### src/rtl/mmio_sig_host.sv
// Compliance-test MMIO host: signature FIFO, halt decode and drain sequencing.
// Sits on the core data write port beside the backing memory.
module mmio_sig_host #(
  parameter int          FIFO_DEPTH = 16,
  parameter logic [31:0] SIG_ADDR   = 32'hF000_0004,
  parameter logic [31:0] HALT_ADDR  = 32'hF000_0000,
  parameter logic [31:0] HALT_MAGIC = 32'hCAFE_CAFE,
  localparam int         AW         = $clog2(FIFO_DEPTH),
  localparam int         CW         = AW + 1
) (
  input  logic          sysclk,
  input  logic          rst_in,
  input  logic [31:0]   dmem_wr_addr,
  input  logic [31:0]   dmem_wr_data,
  input  logic          dmem_wr_en,
  output logic          mem_wr_en,
  output logic [31:0]   sig_data,
  output logic          sig_valid,
  input  logic          sig_ready,
  output logic [CW-1:0] sig_count,
  output logic          overflow,
  output logic          halt_seen,
  output logic          done
);

  typedef enum logic [1:0] {
    S_RUN,
    S_DRAIN,
    S_DONE
  } state_t;

  state_t        state;
  logic [31:0]   mem [FIFO_DEPTH];
  logic [AW-1:0] wr_ptr;
  logic [AW-1:0] rd_ptr;
  logic [CW-1:0] cnt_nxt;

  logic sig_hit;
  logic halt_hit;
  logic full;
  logic pop;
  logic push;
  logic drop;

  assign sig_hit  = dmem_wr_en
                  & (dmem_wr_addr == SIG_ADDR);
  assign halt_hit = dmem_wr_en
                  & (dmem_wr_addr == HALT_ADDR)
                  & (dmem_wr_data == HALT_MAGIC);

  assign mem_wr_en = dmem_wr_en & ~halt_hit;

  assign sig_valid = (sig_count != '0);
  assign sig_data  = mem[rd_ptr];

  assign full = (sig_count == CW'(FIFO_DEPTH));
  assign pop  = sig_valid & sig_ready;

  // A full FIFO still takes a push when the head leaves this cycle.
  assign push = sig_hit & (state == S_RUN) & (~full | pop);
  assign drop = sig_hit & (state == S_RUN) & full & ~pop;

  assign cnt_nxt = sig_count
                 + {{AW{1'b0}}, push}
                 - {{AW{1'b0}}, pop};

  always_ff @(posedge sysclk) begin
    if (push && !rst_in)
      mem[wr_ptr] <= dmem_wr_data;
  end

  always_ff @(posedge sysclk) begin
    if (rst_in) begin
      state     <= S_RUN;
      wr_ptr    <= '0;
      rd_ptr    <= '0;
      sig_count <= '0;
      overflow  <= 1'b0;
      halt_seen <= 1'b0;
      done      <= 1'b0;
    end else begin
      if (push)
        wr_ptr <= wr_ptr + 1'b1;
      if (pop)
        rd_ptr <= rd_ptr + 1'b1;
      sig_count <= cnt_nxt;
      if (drop)
        overflow <= 1'b1;
      unique case (state)
        S_RUN: begin
          if (halt_hit) begin
            state     <= S_DRAIN;
            halt_seen <= 1'b1;
          end
        end
        S_DRAIN: begin
          if (cnt_nxt == '0) begin
            state <= S_DONE;
            done  <= 1'b1;
          end
        end
        S_DONE: begin
        end
        default: state <= S_RUN;
      endcase
    end
  end

endmodule
### config.mk
export PLATFORM = sky130hd
export DESIGN_NAME = mmio_sig_host
export DESIGN_NICKNAME = d
export VERILOG_FILES = /design/src/rtl/mmio_sig_host.sv
export SDC_FILE = /design/constraint.sdc
export NUM_CORES = 1
export LEC_CHECK = 0
export CORE_MARGIN = 10
export CORE_UTILIZATION = 59
export DETAILED_ROUTE_END_ITERATION = 12
export GPL_TIMING_DRIVEN = 0
export PLACE_DENSITY = 0.79
export SYNTH_ARGS = -nofsm -noshare
export SYNTH_HDL_FRONTEND = slang
export SYNTH_SLANG_ARGS = --single-unit
### constraint.sdc
create_clock -name sysclk -period 4.9 [get_ports sysclk]
set_input_delay 0.98 -clock sysclk [delete_from_list [all_inputs] [get_ports sysclk]]
set_output_delay 0.98 -clock sysclk [all_outputs]
set_load 0.01 [all_outputs]
======== Yosys cells after proc, flatten, opt, wreduce, memory -nomap -nowiden ========
Memory sizes are Yosys's and may differ from the RTL's. A register that Yosys moved wholly into a read port is not among the register bits.
Index checks and enable logic that the tools add are counted.
storage, ports and cells
  bits of input ports ..................... 68
  register bits after elaboration ......... 18
  memory bits (writable) .................. 512
  memories kept ........................... 1
operators by class
  multiplexer cells ....................... 7
  bitwise logic cells ..................... 14
  reductions and logical operators ........ 8
  eq/ne operators ......................... 8
  $add $sub $neg .......................... 4
memories
  name  depth  bits a word  read ports  clocked after Yosys merged registers in  write ports  RTL line  RTL
  mem   16     32           1           1                                        1            33        logic [31:0] mem [FIFO_DEPTH];
operator list
  kind                                                 number
  equality test 32 bit, second input constant          3
  bitwise AND 1 bit                                    9
  adder 4 x 1 -> 4 bit, second input constant          2
  two-way mux 4 bit                                    2
  case mux 2 bit (3 select lines)                      1
  adder 5 x 1 -> 5 bit                                 1
  equality test 5 bit, second input constant           1
  logical NOT 5 bit                                    1
  nonzero test 5 bit                                   1
  subtractor 5 x 1 -> 5 bit                            1
  two-way mux 2 bit                                    2
  != test 2 bit, second input constant                 2
  inverter 1 bit                                       4
  AND reduction 2 bit                                  2
  AND reduction 3 bit                                  1
  equality test 2 x 1 -> 1 bit, second input constant  1
  equality test 2 bit, second input constant           1
  logical NOT 2 bit                                    1
  two-way mux 1 bit                                    2
  logical AND 1 bit                                    1
  logical NOT 1 bit                                    1
  OR 1 bit                                             1

======== Logic depth before layout (Yosys ltp) ========
  depth after elaboration ................. 9
  mapped depth ............................ 14

======== Worst setup path after synthesis ========
Ideal clock, no wire load.
  path kind ............................... in2reg
  start point ............................. input dmem_wr_addr[21]
  end point ............................... memory mem[3][0] (enable)
  setup time .............................. 0.421 ns
  data required time ...................... 4.479 ns
  setup slack ............................. 1.193 ns
  arrival ................................. 3.286 ns
  buffers on the path ..................... 0
  stages on the path ...................... 5
  cells stage by stage .................... nor4_1 -> nand4_1 -> nor2_2 -> nand4_1 -> nor2_1
on the way
  word-level cells in the longest chain between the ends .. 7
RTL lines
  item                                     RTL line  RTL
  start: declaration                       13        input logic [31:0] dmem_wr_addr,
  equality test 32 bit                     46        & (dmem_wr_addr == SIG_ADDR);
  bitwise AND 1 bit                        46
  bitwise AND 1 bit (2 in a row)           60        assign push = sig_hit & (state == S_RUN) & (~full | pop);
  logical AND 1 bit                        68        if (push && !rst_in)
  two-way mux 1 bit                        68
  two-way mux 1 bit (not written as such)  69        mem[wr_ptr] <= dmem_wr_data;
  end: declaration                         33
No other way between the ends.

======== Final worst setup path ========
  start point ............................. input dmem_wr_data[31]
  end point ............................... output mem_wr_en
on the way
  word-level cells in the longest chain between the ends .. 4
RTL lines
  item                  RTL line  RTL
  start: declaration    14        input logic [31:0] dmem_wr_data,
  equality test 32 bit  49        & (dmem_wr_data == HALT_MAGIC);
  bitwise AND 1 bit     49
  inverter 1 bit        51        assign mem_wr_en = dmem_wr_en & ~halt_hit;
  bitwise AND 1 bit     51
  end: declaration      16        output logic mem_wr_en,
No other way between the ends.

==> reports/metrics.cfg <==
[outcome]
outcome = finished clean

[floorplanning]
die_h_um = 207
dieWidth_um = 207
io_pins = 110
start_util_pct = 59.7
core_mm2 = 0.0345
fp-row-count = 68
die-area_mm2 = 0.0428

[logic_synthesis]
syn_area_mm2 = 0.0206
ys_top_cells_by_count = 512 x edfxtp_1, 136 x mux4_2, 32 x nor2_1
syn_nets = 938
yosysTopAreaCell = edfxtp_1
yosysWarningCount = 0
synth.avg_cell_area_um2 = 24.0
syn_inst = 859
synth-main-ff-cell = edfxtp_1
synth_edf_count = 512
ys_seq_area_share_pct = 76.7
yosysTopAreaCellShare_pct = 74.6
yosysMostFrequentCell = edfxtp_1
synth.area.top_cells = edfxtp_1 75%, mux4_2 15%, mux4_1 3.1%
postSynth.asyncResetShare_pct = 0
ys_seq_elements = 534
synth.distinct_cells = 43

[route]
drc_errors = 0
drt-total-wl_um = 47600
routed_via_density = 6.56
avgRoutedWirePerCell_um = 31.1
drt_iter0_markers = 1255
vias = 10051
antenna_left = 0
drt_pass1_iterations = 5

[global_routing]
grt_pass1_wl_um = 70200
grt_pass1_vias = 10526
grt_max_degree = 20
antenna_found_initial = 3
gr-total-overflow = 0
grt_usage_pct = 22.8

[power_and_ir_drop]
pwr-share-clk_pct = 33.9
p_total_mw = 11.0
p_sw_share_pct = 24.3
p_leak_nw = 7.50
p_int_mw = 8.34
p_seq_share_pct = 45.9
ir_drop_mv = 0.353
comb_power_share_pct = 20.2
p_switching_mw = 2.68
power_density_mw_per_mm2 = 453

[sta]
fin_skew_ns = 0.0257
max_slew_margin_pct = 35.9
hold_violations = 0
worst_slack_ns = 0.128
period_share_pct = 97.4
fmax_ghz = 0.210
min_period_ns = 4.77
worst_pin_slew_ns = 0.961
setup_viol = 0
rsz0062_at_grt = false
drv_slew = 0

[cts]
cts_hold_buffers = 0
cts.clk_slew.worst_paths_ns = 0.06
htree_levels = 2
cts.repair.resized = 0
cts_setup_buffers = 0
clk_latency_ns = 0.57
cts.sinks = 534
max-clock-path-buffers = 3
cts_tree = done
cts_inserted_buffers = 51
cts_root_buf = clkbuf_16

[worst_setup_path]
rr_endpoint = done
crit_path_max_fanout = 17
crit_top_cell = clkdlybuf4s50_1
reg2reg_from = sig_count[2]
critPathLaunchType = input port
cpLargestDelayFamily = buffers and inverters
worstSetupEndpointType = output port
r2r_setup_slack_ns = 1.63
cp_num_buf_inv = 2
critPathKind = input port to output port
crit_required_ns = 3.92
worstPathCellList = clkdlybuf4s50_1 -> nand4bb_1 -> nor4_1 -> nand4_1 -> o31a_1 -> clkdlybuf4s50_1
ff2ff_path_depth = 14
max_stage_delay_ns = 0.87
cp.arrival_ns = 3.79
crit_path_top_delay_cell = clkdlybuf4s50_1

[placement]
dp_slack_ns = 0.0326
place.gp.congestion = 0.720
portBuffers = 109
placed_area_mm2 = 0.0228
dpl.hpwl_um = 27400
placed_cells = 1439

[worst_hold_path]
hold_path_depth = 1
worstHoldPathType = flip-flop to flip-flop
hp-start = done
holdPathEnd = done

[layout]
stdcell_count = 1531
drive_gt1_share_pct = 24.7
fin_nets = 1116
final_area_mm2 = 0.0244
area_growth_pct = 18.2

[flow_run]
maxCapViolations = 0

-- power groups by stage --
stage          sequential (mW)  combinational (mW)  clock, mW
2_1_floorplan             5.16                1.45          0
3_3_place_gp              5.16                2.18          0
3_5_place_dp              5.16                2.22          0
4_1_cts                   5.06                2.26       3.77
5_1_grt                   5.06                2.38       3.94
6_report                  5.06                2.23       3.73
-- worst max path at each step --
stage | startpoint | endpoint | cells after the start
global route | dmem_wr_data[27] | mem_wr_en | 6
detailed placement | dmem_wr_data[31] | mem_wr_en | 6
CTS | dmem_wr_data[1] | mem_wr_en | 6
floorplan | dmem_wr_addr[21] | mem[3][0] | 5
global placement | dmem_wr_addr[2] | mem[11][17] | 4
finish | dmem_wr_data[31] | mem_wr_en | 6
-- per-stage QoR --
stage	util, %	hold slack, ns	setup TNS [ns]
after global routing	70.5	0.515	0
after detailed placement	66.0	0.469	0
after floorplan	-	0.479	0
after CTS	70.5	0.495	0
final	70.5	0.492	0
after global placement	64.5	0.460	-447.42
-- cell usage in the layout, fill, tap and decap left out, types with 12 or more instances in the layout --
| master | instances |
|---|---|
| clkdlybuf4s50_1 | 109 |
| edfxtp_1 | 512 |
| nor2_4 | 16 |
| clkbuf_16 | 51 |
| buf_6 | 12 |
| dfxtp_1 | 22 |
| clkbuf_1 | 21 |
| clkinv_1 | 13 |
| mux4_1 | 24 |
| mux4_2 | 136 |
| nor2_1 | 16 |
-- kinds of logic after synthesis --
kind of cell | Yosys count | synth area share (%)
compound gates | 11 | 0.376
xor+xnor | 8 | 0.340
fa+ha+maj | 11 | 0.704
buf+inv | 45 | 1.38
flops | 534 | 76.7
mux | 164 | 18.1
simple gates | 86 | 2.34
-- sequential cells by signal, summed over array words and instances, names as in the netlist, named ones only --
name / count
done: 1
halt_seen: 1
mem: 512
overflow: 1
rd_ptr: 4
sig_count: 5
state: 2
wr_ptr: 4
-- layout make-up --
class / count / area, um2
Sequential cell: 534 / 15800
Clock inverter: 31 / 255
Antenna cell: 1 / 2.50
Inverter: 7 / 26.3
Timing Repair Buffer: 125 / 1490
Tap cell: 455 / 569
Buffer: 38 / 259
Clock buffer: 60 / 1310
Multi-Input combinational cell: 280 / 4630
Fill cell: 2041 / 10200
-- per-layer routing --
metal | up-vias | part of all wire, % | GRT usage [%] | routed length [um]
met2 | 593 | 51 | 38.0 | 24300
met3 | 101 | 8.7 | 4.68 | 4140
li1 | 4084 | - | - | -
met5 | - | 0.074 | 0 | 35
met1 | 5267 | 37 | 30.1 | 17800
met4 | 6 | 2.6 | 6.70 | 1260
(Power assumes the default switching activity.)
